`config.mk`:
```
export PLATFORM = sky130hd
export DESIGN_NAME = dds_sweep_ctrl
export DESIGN_NICKNAME = d
export VERILOG_FILES = /design/src/rtl/dds_pkg.sv /design/src/rtl/dds_dwell_cnt.sv /design/src/rtl/dds_sweep_ctrl.sv
export SDC_FILE = /design/constraint.sdc
export NUM_CORES = 1
export LEC_CHECK = 0
export ABC_AREA = 0
export BUFFER_PORTS_ARGS = -buffer_cell sky130_fd_sc_hd__clkbuf_2
export CORE_ASPECT_RATIO = 0.5
export CORE_UTILIZATION = 53
export DETAILED_ROUTE_END_ITERATION = 10
export GPL_TIMING_DRIVEN = 0
export HOLD_SLACK_MARGIN = 0.1
export PLACE_DENSITY = 0.85
export SYNTH_ARGS = -nofsm -noshare
export SYNTH_HDL_FRONTEND = slang
export SYNTH_HIERARCHICAL = 1
export SYNTH_SLANG_ARGS = --single-unit
```
`constraint.sdc`:
```
create_clock -name clk_i -period 3.47 [get_ports clk_i]
set_clock_uncertainty 0.2 [all_clocks]
set_input_delay 0.1735 -clock clk_i [delete_from_list [all_inputs] [get_ports clk_i]]
set_output_delay 0.1735 -clock clk_i [all_outputs]
set_load 0.02 [all_outputs]
```
`src/rtl/dds_pkg.sv`:
```
// dds_pkg: definitions shared by the DDS chain blocks (accumulator, button
// detector, sweep controller): phase-increment width and sweep state encoding.
package dds_pkg;

  localparam int PHINC_W = 8;

  typedef enum logic [1:0] {
    ST_IDLE = 2'd0,
    ST_RUN  = 2'd1,
    ST_FIN  = 2'd2
  } sweep_state_e;

endpackage

```
`src/rtl/dds_dwell_cnt.sv`:
```
// dds_dwell_cnt: loadable down-counter that flags the last cycle of a dwell.
// The owner loads it with the (already non-zero) dwell length; expire_o is
// high while the count sits at 1, i.e. during the final cycle of the hold.
module dds_dwell_cnt
  import dds_pkg::*;
#(
  parameter int DWELL_W = 16
) (
  input  logic               clk_i,
  input  logic               clrn_ni,
  input  logic               load_i,
  input  logic [DWELL_W-1:0] load_val_i,
  input  logic               en_i,
  output logic               expire_o
);

  logic [DWELL_W-1:0] cnt_q;
  logic [DWELL_W-1:0] cnt_d;

  // Next count: a load wins over counting; counting stops at zero.
  always_comb begin
    cnt_d = cnt_q;
    if (load_i) begin
      cnt_d = load_val_i;
    end else if (en_i && (cnt_q != '0)) begin
      cnt_d = cnt_q - DWELL_W'(1);
    end
  end

  // Count register, cleared by the asynchronous reset.
  always_ff @(posedge clk_i or negedge clrn_ni) begin
    if (!clrn_ni) begin
      cnt_q <= '0;
    end else begin
      cnt_q <= cnt_d;
    end
  end

  assign expire_o = (cnt_q == DWELL_W'(1));

endmodule

```
`src/rtl/dds_sweep_ctrl.sv`:
```
// dds_sweep_ctrl: frequency-sweep sequencer feeding the DDS phase accumulator.
// Steps phinc from f_start to f_stop in f_step increments, holding each value
// for max(dwell,1) cycles, with a start/busy/done handshake and abort.
// Optional build macro DDS_SWEEP_LOOP_EN adds loop_i for a repeating sawtooth.
module dds_sweep_ctrl
  import dds_pkg::*;
#(
  parameter int W       = PHINC_W,
  parameter int DWELL_W = 16,
  parameter int DEFAULT = 1
) (
  input  logic               clk_i,
  input  logic               clrn_ni,
  input  logic               start_i,
  input  logic               abort_i,
`ifdef DDS_SWEEP_LOOP_EN
  input  logic               loop_i,
`endif
  input  logic [W-1:0]       f_start_i,
  input  logic [W-1:0]       f_stop_i,
  input  logic [W-1:0]       f_step_i,
  input  logic [DWELL_W-1:0] dwell_i,
  output logic [W-1:0]       phinc_o,
  output logic               busy_o,
  output logic               done_o,
  output logic               dir_dn_o
);

  sweep_state_e       state_q;
  logic [W-1:0]       phinc_q;
  logic               busy_q;
  logic               done_q;
  logic               dir_dn_q;
  logic [W-1:0]       fstart_q;
  logic [W-1:0]       stop_q;
  logic [W-1:0]       step_q;
  logic [DWELL_W-1:0] dwell_q;

  logic [W-1:0]       phinc_d;
  logic [W:0]         sumUp;
  logic [W:0]         sumDn;
  logic               loopEn;
  logic               startFire;
  logic               atStop;
  logic               cntExpire;
  logic               cntLoad;
  logic [DWELL_W-1:0] cntLoadVal;

  function automatic logic [DWELL_W-1:0] dwellEff(input logic [DWELL_W-1:0] d);
    return (d == '0) ? DWELL_W'(1) : d;
  endfunction

  function automatic logic [W-1:0] stepEff(input logic [W-1:0] s);
    return (s == '0) ? W'(1) : s;
  endfunction

`ifdef DDS_SWEEP_LOOP_EN
  assign loopEn = loop_i;
`else
  assign loopEn = 1'b0;
`endif

  assign startFire = (state_q == ST_IDLE) && start_i && !abort_i;
  assign atStop    = (phinc_q == stop_q);

  // Counter reloads on sweep start and on every advance (including the loop
  // wrap), never on abort, so each value gets a full dwell.
  always_comb begin
    cntLoad    = startFire ||
                 ((state_q == ST_RUN) && !abort_i && cntExpire && (!atStop || loopEn));
    cntLoadVal = startFire ? dwellEff(dwell_i) : dwell_q;
  end

  dds_dwell_cnt #(
    .DWELL_W (DWELL_W)
  ) u_dwell (
    .clk_i      (clk_i),
    .clrn_ni    (clrn_ni),
    .load_i     (cntLoad),
    .load_val_i (cntLoadVal),
    .en_i       (state_q == ST_RUN),
    .expire_o   (cntExpire)
  );

  // Next ramp value at W+1 bits; any overshoot (or underflow) clamps to f_stop.
  always_comb begin
    sumUp   = {1'b0, phinc_q} + {1'b0, step_q};
    sumDn   = {1'b0, phinc_q} - {1'b0, step_q};
    phinc_d = stop_q;
    if (!dir_dn_q) begin
      if (sumUp < {1'b0, stop_q}) begin
        phinc_d = sumUp[W-1:0];
      end
    end else begin
      if (!sumDn[W] && (sumDn > {1'b0, stop_q})) begin
        phinc_d = sumDn[W-1:0];
      end
    end
  end

  // Sweep FSM with registered phinc/busy/done/dir outputs.
  always_ff @(posedge clk_i or negedge clrn_ni) begin
    if (!clrn_ni) begin
      state_q  <= ST_IDLE;
      phinc_q  <= W'(DEFAULT);
      busy_q   <= 1'b0;
      done_q   <= 1'b0;
      dir_dn_q <= 1'b0;
      fstart_q <= '0;
      stop_q   <= '0;
      step_q   <= '0;
      dwell_q  <= '0;
    end else begin
      done_q <= 1'b0;
      case (state_q)
        ST_IDLE: begin
          if (startFire) begin
            fstart_q <= f_start_i;
            stop_q   <= f_stop_i;
            step_q   <= stepEff(f_step_i);
            dwell_q  <= dwellEff(dwell_i);
            phinc_q  <= f_start_i;
            busy_q   <= 1'b1;
            dir_dn_q <= (f_stop_i < f_start_i);
            state_q  <= ST_RUN;
          end
        end
        ST_RUN: begin
          if (abort_i) begin
            busy_q  <= 1'b0;
            state_q <= ST_IDLE;
          end else if (cntExpire) begin
            if (atStop) begin
              if (loopEn) begin
                phinc_q <= fstart_q;
              end else begin
                busy_q  <= 1'b0;
                done_q  <= 1'b1;
                state_q <= ST_FIN;
              end
            end else begin
              phinc_q <= phinc_d;
            end
          end
        end
        ST_FIN: begin
          state_q <= ST_IDLE;
        end
        default: begin
          state_q <= ST_IDLE;
        end
      endcase
    end
  end

  assign phinc_o  = phinc_q;
  assign busy_o   = busy_q;
  assign done_o   = done_q;
  assign dir_dn_o = dir_dn_q;

endmodule

```
# Yosys cells after proc, flatten, opt, wreduce, memory -nomap -nowiden

Cells that the tools add are included.

Flip-flop bits (word level): 61
Latch bits: 0
Memory bits (writable): 0
Memory bits (read-only): 0
Bits of input ports: 44
Output and inout port bits: 11
Word-level logic and storage cells: 72
Memories: 0

Add/sub/neg operators: 3
$mul: 0
Div/mod/pow operators: 0
Order comparisons: 3
Eq/ne operators: 9
Shifts and indexed selects: 0
Mux-type cells: 27
Bitwise gates (word level): 0
Reduce and logical (&&, ||, !) cells: 21

Operator list:

| operator                | count |
|---|---|
| $mux W16                | 4 |
| $mux W8                 | 8 |
| $eq A16 B1 Y1 const B   | 1 |
| $logic_not A16 Y1       | 1 |
| $pmux W8 S2             | 1 |
| $reduce_bool A16 Y1     | 1 |
| $sub A16 B1 Y16 const B | 1 |
| $add A8 B8 Y9           | 1 |
| $gt A9 B8 Y1            | 1 |
| $lt A9 B8 Y1            | 1 |
| $sub A8 B8 Y9           | 1 |
| $eq A8 B8 Y1            | 1 |
| $logic_not A8 Y1        | 1 |
| $lt A8 B8 Y1            | 1 |
| $mux W1                 | 8 |
| $mux W2                 | 4 |
| $ne A2 B2 Y1 const B    | 4 |
| $logic_and A1 B1 Y1     | 7 |
| $ne A3 B3 Y1 const B    | 2 |
| $reduce_and A5 Y1       | 1 |
| $pmux W2 S2             | 1 |
| $reduce_and A4 Y1       | 1 |
| $reduce_bool A2 Y1      | 2 |
| $logic_not A1 Y1        | 3 |
| other kinds (6)         | 6 |

# Longest topological paths before layout

Gate-level depths: netlist of the first run.

Depth in word-level cells: 9
Gate-level depth with buffers: 17
Gate-level depth less buffers: 16

# By module

The synthesis of the first run kept the hierarchy.

Modules (own cells, without submodules):

| module         | times used | cells an instance | area an instance (µm²) | sequential area each (µm²) |
|---|---|---|---|---|
| dds_sweep_ctrl | 1          | 406               | 3403.3                 | 1127.3 |
| dds_dwell_cnt  | 1          | 132               | 1102.3                 | 400.4 |

# Worst setup path before layout of the first run

No wires, ideal clock.

Path type: reg-to-reg
From: register phinc_q[2] (netlist: phinc_o[2])
To: register phinc_q[5] (netlist: phinc_o[5])
Setup time: 0.096 ns
Data arrival time: 3.299 ns
Required time: 3.174 ns
Path slack: -0.125 ns
Stages on the path, launching flop included: 14
Buffers on the path: 2
Period minus slack after synthesis: 3.595 ns
Path through: dfrtp_1 > ha_1 > buf_4 > nand2b_1 > a221oi_1 > nor3b_1 > a211oi_1 > ha_1 > a211o_1 > nor3_1 > o211ai_1 > buf_2 > o311a_1 > o31ai_1

Cells in the longest elaborated chain, start to end: 9
Elaborated cells between the ends (all ways): 16
Classes of those cells: add/sub (2); order compare (2); eq/ne (2); mux (7); reduce/logical (3)

RTL lines:

| element                                                 | RTL line              | text |
|---|---|---|
| start, declared                                         | dds_sweep_ctrl.sv:30  | `logic [W-1:0] phinc_q;` |
| start signal, assigned                                  | dds_sweep_ctrl.sv:105 | `phinc_q <= W'(DEFAULT);` |
| start signal, assigned                                  | dds_sweep_ctrl.sv:122 | `phinc_q <= f_start_i;` |
| start signal, assigned                                  | dds_sweep_ctrl.sv:135 | `phinc_q <= fstart_q;` |
| $sub A8 B8 Y9                                           | dds_sweep_ctrl.sv:88  | `sumDn = {1'b0, phinc_q} - {1'b0, step_q};` |
| $gt A9 B8 Y1 / $logic_not A1 Y1 (equally long branches) | dds_sweep_ctrl.sv:95  | `if (!sumDn[W] && (sumDn > {1'b0, stop_q})) begin` |
| $logic_and A1 B1 Y1                                     | dds_sweep_ctrl.sv:95  |  |
| $mux W8                                                 | dds_sweep_ctrl.sv:95  |  |
| $mux W8                                                 | dds_sweep_ctrl.sv:90  | `if (!dir_dn_q) begin` |
| $mux W8                                                 | dds_sweep_ctrl.sv:133 | `if (atStop) begin` |
| $mux W8                                                 | dds_sweep_ctrl.sv:132 | `end else if (cntExpire) begin` |
| $mux W8                                                 | dds_sweep_ctrl.sv:129 | `if (abort_i) begin` |
| $pmux W8 S2                                             | dds_sweep_ctrl.sv:115 | `case (state_q)` |

Parallel ways exist; a longest one is shown, timed or not. The select of a mux whose other input is x is not followed.
A chain may end at the register's enable or synchronous reset.

# Worst setup path after layout of the first run

From: register phinc_q[0] (netlist: phinc_o[0])
To: register phinc_q[5] (netlist: phinc_o[5])

The elaborated chain is that of the path after synthesis.

==> reports/qor.json, run 1 <==
{
  "run_status": {"value": "finished with violations"},
  "violations_in_the_final_reports": {"value": "negative setup slack"},
  "timing.critical_path.arrival": {"value": 3.81, "unit": "ns"},
  "overflow": {"value": 0},
  "remaining_design_rule_violation_count": {"value": 0},
  "nFillCells": {"value": 580},
  "worstSetupStartpointType": {"value": "flop"},
  "cp_cell_sequence": {"value": "ha_4 > fa_2 > nand2b_4 > a221oi_4 > nor3b_2 > a211oi_4 > ha_4 > a211o_1 > nor3_2 > o211ai_1 > buf_4 > o311a_1 > o31ai_1"},
  "ys_seq_elements": {"value": 61},
  "path_clk_slew": {"value": 0.06, "unit": "ns"},
  "critical_path.top_delay_family": {"value": "compound AO/OA/AOI/OAI gates"},
  "dp_hpwl": {"value": 8749, "unit": "um"},
  "route.vias.total": {"value": 4584},
  "netlist_area": {"value": 4506, "unit": "um2"},
  "synth-edff-count": {"value": 0},
  "n_antenna_cell": {"value": 0},
  "cts_buffers": {"value": 9},
  "critical_path_required": {"value": 3.51, "unit": "ns"},
  "cp_max_fo": {"value": 5},
  "cpMostUsedCell": {"value": "sky130_fd_sc_hd__ha_4"},
  "detail_route.wirelength": {"value": 13560, "unit": "um"},
  "worst_slack": {"value": -0.2983, "unit": "ns"},
  "dpl_worst_slack": {"value": -0.5152, "unit": "ns"},
  "postLayoutCoreUtil": {"value": 73.68, "unit": "%"},
  "postRouteAntennaNets": {"value": 0},
  "timing.final.max_slew_violations": {"value": 0},
  "track_usage": {"value": 31.66, "unit": "%"},
  "worst_path_largest_cell_delay": {"value": 0.58, "unit": "ns"},
  "maxCapViolCount": {"value": 0},
  "reg2reg_depth": {"value": 13},
  "gp_congestion": {"value": 0.8928},
  "power_density": {"value": 744.2, "unit": "nW/um2"},
  "critical_path.endpoint_type": {"value": "flop"},
  "synth-main-ff-cell": {"value": "sky130_fd_sc_hd__dfrtp_1"},
  "antenna_found_initial": {"value": 0},
  "hold_path_class": {"value": "in2reg"},
  "report.power.total": {"value": 4.450, "unit": "mW"},
  "async_set_or_reset_register_ratio_after_synthesis": {"value": 100.0, "unit": "%"},
  "layout_worst_path_cycle_share": {"value": 108.6, "unit": "%"},
  "r2r_setup_slack": {"value": -0.30, "unit": "ns"},
  "critical_path_depth_in_cells": {"value": 13},
  "clk_root_buffer_cell": {"value": "sky130_fd_sc_hd__clkbuf_16"},
  "syn_to_layout_area_delta": {"value": 32.71, "unit": "%"},
  "cts-htree-levels": {"value": 3},
  "wire_per_inst": {"value": 17.37, "unit": "um"},
  "grt_start_max_net_pins": {"value": 62},
  "postPlaceCellArea": {"value": 4940, "unit": "um2"},
  "worst_slew_pin_tran": {"value": 0.8630, "unit": "ns"},
  "post-place-cells": {"value": 704},
  "core": {"value": 8115, "unit": "um2"},
  "fin_area": {"value": 5979, "unit": "um2"},
  "holdWs": {"value": 0.1391, "unit": "ns"},
  "tritoncts": {"value": "built"},
  "total_number_of_nets_in_the_final_design": {"value": 750},
  "sequential_to_total_area_share_from_yosys_stat": {"value": 33.91, "unit": "%"},
  "starting_density_of_the_core": {"value": 55.52, "unit": "%"},
  "grt_pass1_wl": {"value": 21250, "unit": "um"},
  "finalCriticalPeriod": {"value": 3.768, "unit": "ns"},
  "clock_insertion_delay_worst_skew": {"value": 0.34, "unit": "ns"},
  "synth-warning-count": {"value": 6},
  "dr_iter_0_viols": {"value": 321},
  "via_count_of_the_first_global_routing_pass": {"value": 4429},
  "crit_path_top_delay_cell": {"value": "sky130_fd_sc_hd__dfstp_2"},
  "die_area": {"value": 8896, "unit": "um2"},
  "mapped_cells": {"value": 538},
  "max_freq": {"value": 265.4, "unit": "MHz"},
  "timing.final.hold_violations": {"value": 0},
  "slew-limit-headroom": {"value": 42.47, "unit": "%"},
  "category_of_the_most_critical_setup_path": {"value": "reg2reg"},
  "port-buffer-count": {"value": 54},
  "routed_via_density": {"value": 5.869},
  "timing.final.setup_violations": {"value": 8},
  "die_x": {"value": 132.4, "unit": "um"},
  "rows": {"value": 23},
  "synth_fp_nets": {"value": 624},
  "cts_sinks": {"value": 61},
  "post_route_cells_drive_above_1_share": {"value": 21.82, "unit": "%"},
  "dr.pass1.iters": {"value": 5},
  "floorplan.die.height": {"value": 67.20, "unit": "um"},
  "setup_tns": {"value": -1.989, "unit": "ns"},
  "grt_setup_unrepaired": {"value": "true"},
  "boundaryPins": {"value": 55},
  "hold_depth": {"value": 5},
  "power.static_leakage": {"value": 2.809, "unit": "nW"},
  "syn_avg_cell_area": {"value": 8.375, "unit": "um2"},
  "worst_vdd_ir": {"value": 326.1, "unit": "uV"},
  "critPathBufInv": {"value": 1},
  "clock_tree.buffer_depth": {"value": 2},
  "fin_cells": {"value": 781},
  "yosysUniqueCellTypes": {"value": 71}
}
## power by group
group          switching, mW  internal [mW]
clock network          0.352          0.704
registers              0.173          0.876
logic                   1.24           1.11
total                   1.76           2.69
## worst min-delay path, stage by stage
cell and delay, ns:
sky130_fd_sc_hd__clkbuf_2 0.08, sky130_fd_sc_hd__inv_1 0.05, sky130_fd_sc_hd__nor3_1 0.19, sky130_fd_sc_hd__a21oi_1 0.08
sky130_fd_sc_hd__o31ai_1 0.07
## timing repair
| action | CTS | global route |
|---|---|---|
| resized for setup | 18 | 22 |
| pin swaps | 20 | 25 |
| gates cloned | 1 | 0 |
| endpoints found under the hold margin | 114 | 0 |
| buffers inserted | 15 | 7 |
| hold buffers | 39 | 0 |
| endpoints found under the setup margin | 8 | 22 |
## state kept, by name, summed over array words and instances, names as in the netlist
name	cells
busy_o	1
dir_dn_o	1
done_o	1
dwell_q	16
phinc_o	8
state_q	2
step_q	8
stop_q	8
u_dwell/cnt_q	16
## Yosys cell counts, types with 10 or more instances
cell type / count / area (um2)
sky130_fd_sc_hd__a21oi_1: 19 / 95.09
sky130_fd_sc_hd__clkbuf_1: 14 / 52.55
sky130_fd_sc_hd__dfrtp_1: 60 / 1501
sky130_fd_sc_hd__ha_1: 40 / 500.5
sky130_fd_sc_hd__inv_1: 39 / 146.4
sky130_fd_sc_hd__nand2_1: 103 / 386.6
sky130_fd_sc_hd__nand2b_1: 10 / 62.56
sky130_fd_sc_hd__nand3_1: 13 / 65.06
sky130_fd_sc_hd__nor2_1: 39 / 146.4
sky130_fd_sc_hd__nor3_1: 14 / 70.07
sky130_fd_sc_hd__nor4_1: 14 / 87.58
sky130_fd_sc_hd__o21ai_0: 36 / 180.2
sky130_fd_sc_hd__xor2_1: 10 / 87.58
## cell usage in the layout (no fill, tap or decap), types with 14 or more instances in the layout
master / synthesis / routed
sky130_fd_sc_hd__dfrtp_1: 60 / 56
sky130_fd_sc_hd__buf_4: 1 / 22
sky130_fd_sc_hd__o21ai_0: 36 / 32
sky130_fd_sc_hd__inv_1: 39 / 36
sky130_fd_sc_hd__a21oi_1: 19 / 18
sky130_fd_sc_hd__ha_1: 40 / 36
sky130_fd_sc_hd__nor2_1: 39 / 38
sky130_fd_sc_hd__nor4_1: 14 / 14
sky130_fd_sc_hd__clkbuf_2: 0 / 55
sky130_fd_sc_hd__dlygate4sd3_1: 0 / 39
sky130_fd_sc_hd__nand2_1: 103 / 103
## final timing paths
kind                         endpoint    startpoint
hold / removal             phinc_o[5]  f_start_i[5]
hold reg to reg            dwell_q[1]    dwell_q[1]
max in group asynchronous   step_q[0]       clrn_ni
setup / recovery           phinc_o[5]    phinc_o[0]
setup reg to reg           phinc_o[5]    phinc_o[0]
min in group asynchronous   step_q[3]       clrn_ni
## logic make-up (layout without fill, tap and decap cells)
kind of cell / count (synthesis) / count (layout) / share of synthesized area (%)
and+or+nand+nor: 228 / 228 / 24.35
AOI/OAI and AO/OA: 117 / 117 / 17.80
buffers and inverters: 62 / 193 / 5.998
DFF: 61 / 61 / 33.91
adders and majority gates: 42 / 42 / 12.00
xor gates and xnor gates: 18 / 18 / 3.499
muxes: 10 / 10 / 2.444
## layout make-up
| type | count | area [um2] | share of cell area, % |
|---|---|---|---|
| Tap cell | 112 | 140.1 | 2.344 |
| Buffer | 21 | 117.6 | 1.967 |
| Sequential cell | 61 | 1533 | 25.63 |
| Clock buffer | 9 | 225.2 | 3.766 |
| Inverter | 40 | 150.1 | 2.511 |
| Clock inverter | 7 | 121.4 | 2.030 |
| Multi-Input combinational cell | 415 | 2855 | 47.75 |
| Timing Repair Buffer | 116 | 837.1 | 14.00 |
## per-layer routing
| layer | vias to the layer above | track usage [%] | wire [um] |
|---|---|---|---|
| met2 | 198 | 56.64 | 6589 |
| met1 | 2180 | 37.06 | 5609 |
| met5 | - | 0 | 0 |
| met3 | 50 | 8.934 | 943 |
| li1 | 2156 | - | - |
| met4 | 0 | 12.36 | 422 |
Power figures use the tool's default switching activity.
==> run 2, diff against run 1 <==
- CORE_UTILIZATION: 53 -> 55
- CTS_BUF_LIST: unset -> sky130_fd_sc_hd__clkbuf_4
- PLACE_DENSITY: 0.85 -> 0.87
==> run 2 against run 1 <==
Net effect: wire length up 6.8%; cell count down 0.26%; fmax down 1.1%; via count up 6.4%; cell area down 3.9%; flip-flop and latch count unchanged; sequential power about the same; the flow still finishes with violations (negative setup slack); global-route usage up 2.9 points; first-iteration DRC count up 65%.
==> reports/qor.json, run 2 (same netlist as run 1, synthesis figures left out) <==
{
  "wire_per_inst": {"value": 18.60, "unit": "um", "change": "+7.1%"},
  "p_sw_share": {"value": 45.65, "unit": "%", "change": "+6.1 points"},
  "worst_slew_pin_tran": {"value": 1.047, "unit": "ns", "change": "+0.1840 ns"},
  "rows": {"value": 22, "change": "-4.3%"},
  "dp_hpwl": {"value": 8705, "unit": "um", "change": "-0.51%"},
  "die_area": {"value": 8580, "unit": "um2", "change": "-3.6%"},
  "finalCriticalPeriod": {"value": 3.812, "unit": "ns", "change": "+0.04356 ns"},
  "worstSetupStartpointType": {"value": "flop"},
  "route.vias.total": {"value": 4877, "change": "+6.4%"},
  "tritoncts": {"value": "built"},
  "cts_sinks": {"value": 61, "change": "unchanged"},
  "most-common-layout-cells": {"value": "sky130_fd_sc_hd__nand2_1 (102), sky130_fd_sc_hd__dfrtp_1 (57), sky130_fd_sc_hd__clkbuf_2 (53)"},
  "most_common_library_cell_in_the_layout_ignoring_fill_and_taps": {"value": "sky130_fd_sc_hd__nand2_1"},
  "die_x": {"value": 130, "unit": "um", "change": "-1.8%"},
  "total_number_of_nets_in_the_final_design": {"value": 751, "change": "+0.13%"},
  "cts-htree-levels": {"value": 3, "change": "unchanged"},
  "violations_in_the_final_reports": {"value": "negative setup slack"},
  "setup_tns": {"value": -2.143, "unit": "ns", "change": "-0.1541 ns"},
  "power_density": {"value": 662.5, "unit": "nW/um2", "change": "-11%"},
  "boundaryPins": {"value": 55, "change": "unchanged"},
  "detail_route.wirelength": {"value": 14490, "unit": "um", "change": "+6.8%"},
  "gp_congestion": {"value": 0.9051, "change": "+1.4%"},
  "comb_power_share": {"value": 60.7, "unit": "%", "change": "+8.0 points"},
  "track_usage": {"value": 34.56, "unit": "%", "change": "+2.9 points"},
  "grt_setup_unrepaired": {"value": "true"},
  "timing.final.hold_violations": {"value": 0, "change": "unchanged"},
  "floorplan.die.height": {"value": 66, "unit": "um", "change": "-1.8%"},
  "grt_start_max_net_pins": {"value": 62, "change": "unchanged"},
  "starting_density_of_the_core": {"value": 59.09, "unit": "%", "change": "+3.6 points"},
  "clock_insertion_delay_worst_skew": {"value": 0.46, "unit": "ns", "change": "+0.12 ns"},
  "critical_path.endpoint_type": {"value": "flop"},
  "dr_iter_0_viols": {"value": 531, "change": "+65%"},
  "port-buffer-count": {"value": 54, "change": "unchanged"},
  "cts_buffers": {"value": 9, "change": "unchanged"},
  "cp_max_fo": {"value": 7, "change": "+2"},
  "clockPowerShare": {"value": 11.7, "unit": "%", "change": "-12 points"},
  "category_of_the_most_critical_setup_path": {"value": "reg2reg"},
  "path_clk_slew": {"value": 0.12, "unit": "ns", "change": "+0.06 ns"},
  "postPlaceCellArea": {"value": 4935, "unit": "um2", "change": "-0.10%"},
  "via_count_of_the_first_global_routing_pass": {"value": 4552, "change": "+2.8%"},
  "antenna_found_initial": {"value": 1, "change": "+1"},
  "seq_power_share": {"value": 27.6, "unit": "%", "change": "+4.0 points"},
  "dr.pass1.iters": {"value": 7, "change": "+2"},
  "postLayoutCoreUtil": {"value": 75.40, "unit": "%", "change": "+1.7 points"},
  "timing.critical_path.arrival": {"value": 3.96, "unit": "ns", "change": "+0.15 ns"},
  "core": {"value": 7625, "unit": "um2", "change": "-6.0%"},
  "reg_top3": {"value": "dwell_q (16), u_dwell/cnt_q (16)"},
  "clock_tree.buffer_depth": {"value": 2, "change": "unchanged"},
  "grt_pass1_wl": {"value": 21970, "unit": "um", "change": "+3.4%"},
  "max_freq": {"value": 262.3, "unit": "MHz", "change": "-1.1%"},
  "hold_path_class": {"value": "in2async"},
  "critical_path_required": {"value": 3.62, "unit": "ns", "change": "+0.11 ns"},
  "clk_root_buffer_cell": {"value": "sky130_fd_sc_hd__clkbuf_4"},
  "overflow": {"value": 0, "change": "unchanged"},
  "power.internal": {"value": 2.070, "unit": "mW", "change": "-23%"},
  "netSwitchingPower": {"value": 1.739, "unit": "mW", "change": "-1.3%"},
  "layout_worst_path_cycle_share": {"value": 109.9, "unit": "%", "change": "+1.3 points"},
  "maxCapViolCount": {"value": 0, "change": "unchanged"},
  "holdWs": {"value": 0.1654, "unit": "ns", "change": "+0.02627 ns"},
  "power.static_leakage": {"value": 2.686, "unit": "nW", "change": "-4.4%"},
  "timing.final.setup_violations": {"value": 8, "change": "unchanged"},
  "postRouteAntennaNets": {"value": 0, "change": "unchanged"},
  "timing.final.max_slew_violations": {"value": 0, "change": "unchanged"},
  "fin_area": {"value": 5749, "unit": "um2", "change": "-3.9%"},
  "routed_via_density": {"value": 6.261, "change": "+6.7%"},
  "run_status": {"value": "finished with violations"},
  "worst_slack": {"value": -0.3419, "unit": "ns", "change": "-0.04356 ns"},
  "syn_to_layout_area_delta": {"value": 27.60, "unit": "%"},
  "slew-limit-headroom": {"value": 29.22, "unit": "%", "change": "-13 points"},
  "worst_vdd_ir": {"value": 329.4, "unit": "uV", "change": "+1.0%"},
  "remaining_design_rule_violation_count": {"value": 0, "change": "unchanged"},
  "post_route_cells_drive_above_1_share": {"value": 21.34, "unit": "%", "change": "-0.48 points"}
}
## run 2: changes by cell type in the layout (fill, tap and decap cells not counted), sizes merged
| cell | change |
|---|---|
| buf | -2 |
| bufinv | -3 |
| clkinv | +1 |
| clkinvlp | +2 |
| diode | +1 |
| dlygate4sd3 | +3 |
## run 2: per-stage QoR
stage | worst slack [ns] | cells | total power [mW]
floorplan | -0.07949 | 538 | 2.361
global placement | -0.4600 | 700 | 2.726
detailed placement | -0.5239 | 700 | 2.788
CTS | -0.2153 | 772 | 3.527
global route | -0.4764 | 779 | 4.038
finish | -0.3419 | 779 | 3.809
## run 2: worst paths after layout
| check | startpoint | end | slack, ns | cells past startpoint |
|---|---|---|---|---|
| setup reg to reg | phinc_o[0] | phinc_o[4] | -0.34 | 16 |
| setup / recovery | phinc_o[0] | phinc_o[4] | -0.34 | 16 |
| hold reg to reg | dwell_q[1] | dwell_q[1] | 0.28 | 2 |
| hold / removal | clrn_ni | step_q[3] | 0.17 | 2 |
| max in group asynchronous | clrn_ni | phinc_o[2] | 2.26 | 2 |
| min in group clk_i | start_i | dir_dn_o | 0.22 | 4 |
## run 2: layout make-up
type / count / area [um2]
inverters: 40 / 150.1
flip-flops and latches: 61 / 1531
multi-input cells: 415 / 2858
plain buffers: 22 / 122.6
clock buffers: 9 / 67.56
fillers: 521 / 1876
well taps: 108 / 135.1
clock inverters: 7 / 41.29
diodes: 1 / 2.502
repair buffers: 116 / 840.8
## run 2: worst max-delay path: stages, from the launching register on
cell	delay (ns)
sky130_fd_sc_hd__dfstp_2	0.63
sky130_fd_sc_hd__inv_2	0.08
sky130_fd_sc_hd__ha_4	0.16
sky130_fd_sc_hd__inv_2	0.05
sky130_fd_sc_hd__fa_2	0.23
sky130_fd_sc_hd__a21oi_4	0.07
sky130_fd_sc_hd__o21bai_1	0.15
sky130_fd_sc_hd__xor2_1	0.25
sky130_fd_sc_hd__ha_1	0.21
sky130_fd_sc_hd__nand4_1	0.16
sky130_fd_sc_hd__o21ai_1	0.19
sky130_fd_sc_hd__a21oi_1	0.05
sky130_fd_sc_hd__or4_1	0.43
sky130_fd_sc_hd__buf_6	0.16
sky130_fd_sc_hd__buf_4	0.15
sky130_fd_sc_hd__mux2i_2	0.17
sky130_fd_sc_hd__a221oi_2	0.36
## run 2: what timing repair did
| item | in CTS | in global routing |
|---|---|---|
| gates resized for setup | 22 | 14 |
| hold buffers | 42 | 0 |
| setup buffers | 13 | 6 |
| setup endpoints to repair | 9 | 24 |
| endpoints found under the hold margin | 121 | 0 |
| pin swaps | 24 | 6 |
| cloned | 1 | 0 |
## run 2: power groups by stage
stage | registers [mW] | clock network, mW | logic, mW
final | 1.05 | 0.447 | 2.31
after global routing | 1.07 | 0.483 | 2.49
after CTS | 1.04 | 0.445 | 2.05
after detailed placement | 1.05 | 0 | 1.74
after global placement | 1.04 | 0 | 1.68
after floorplan | 1.03 | 0 | 1.33
## run 2: layer usage
layer	routed length, um	GRT usage (%)
met4	609	13.08
met1	5680	41.23
met3	1452	10.92
met2	6743	58.82
met5	0	0
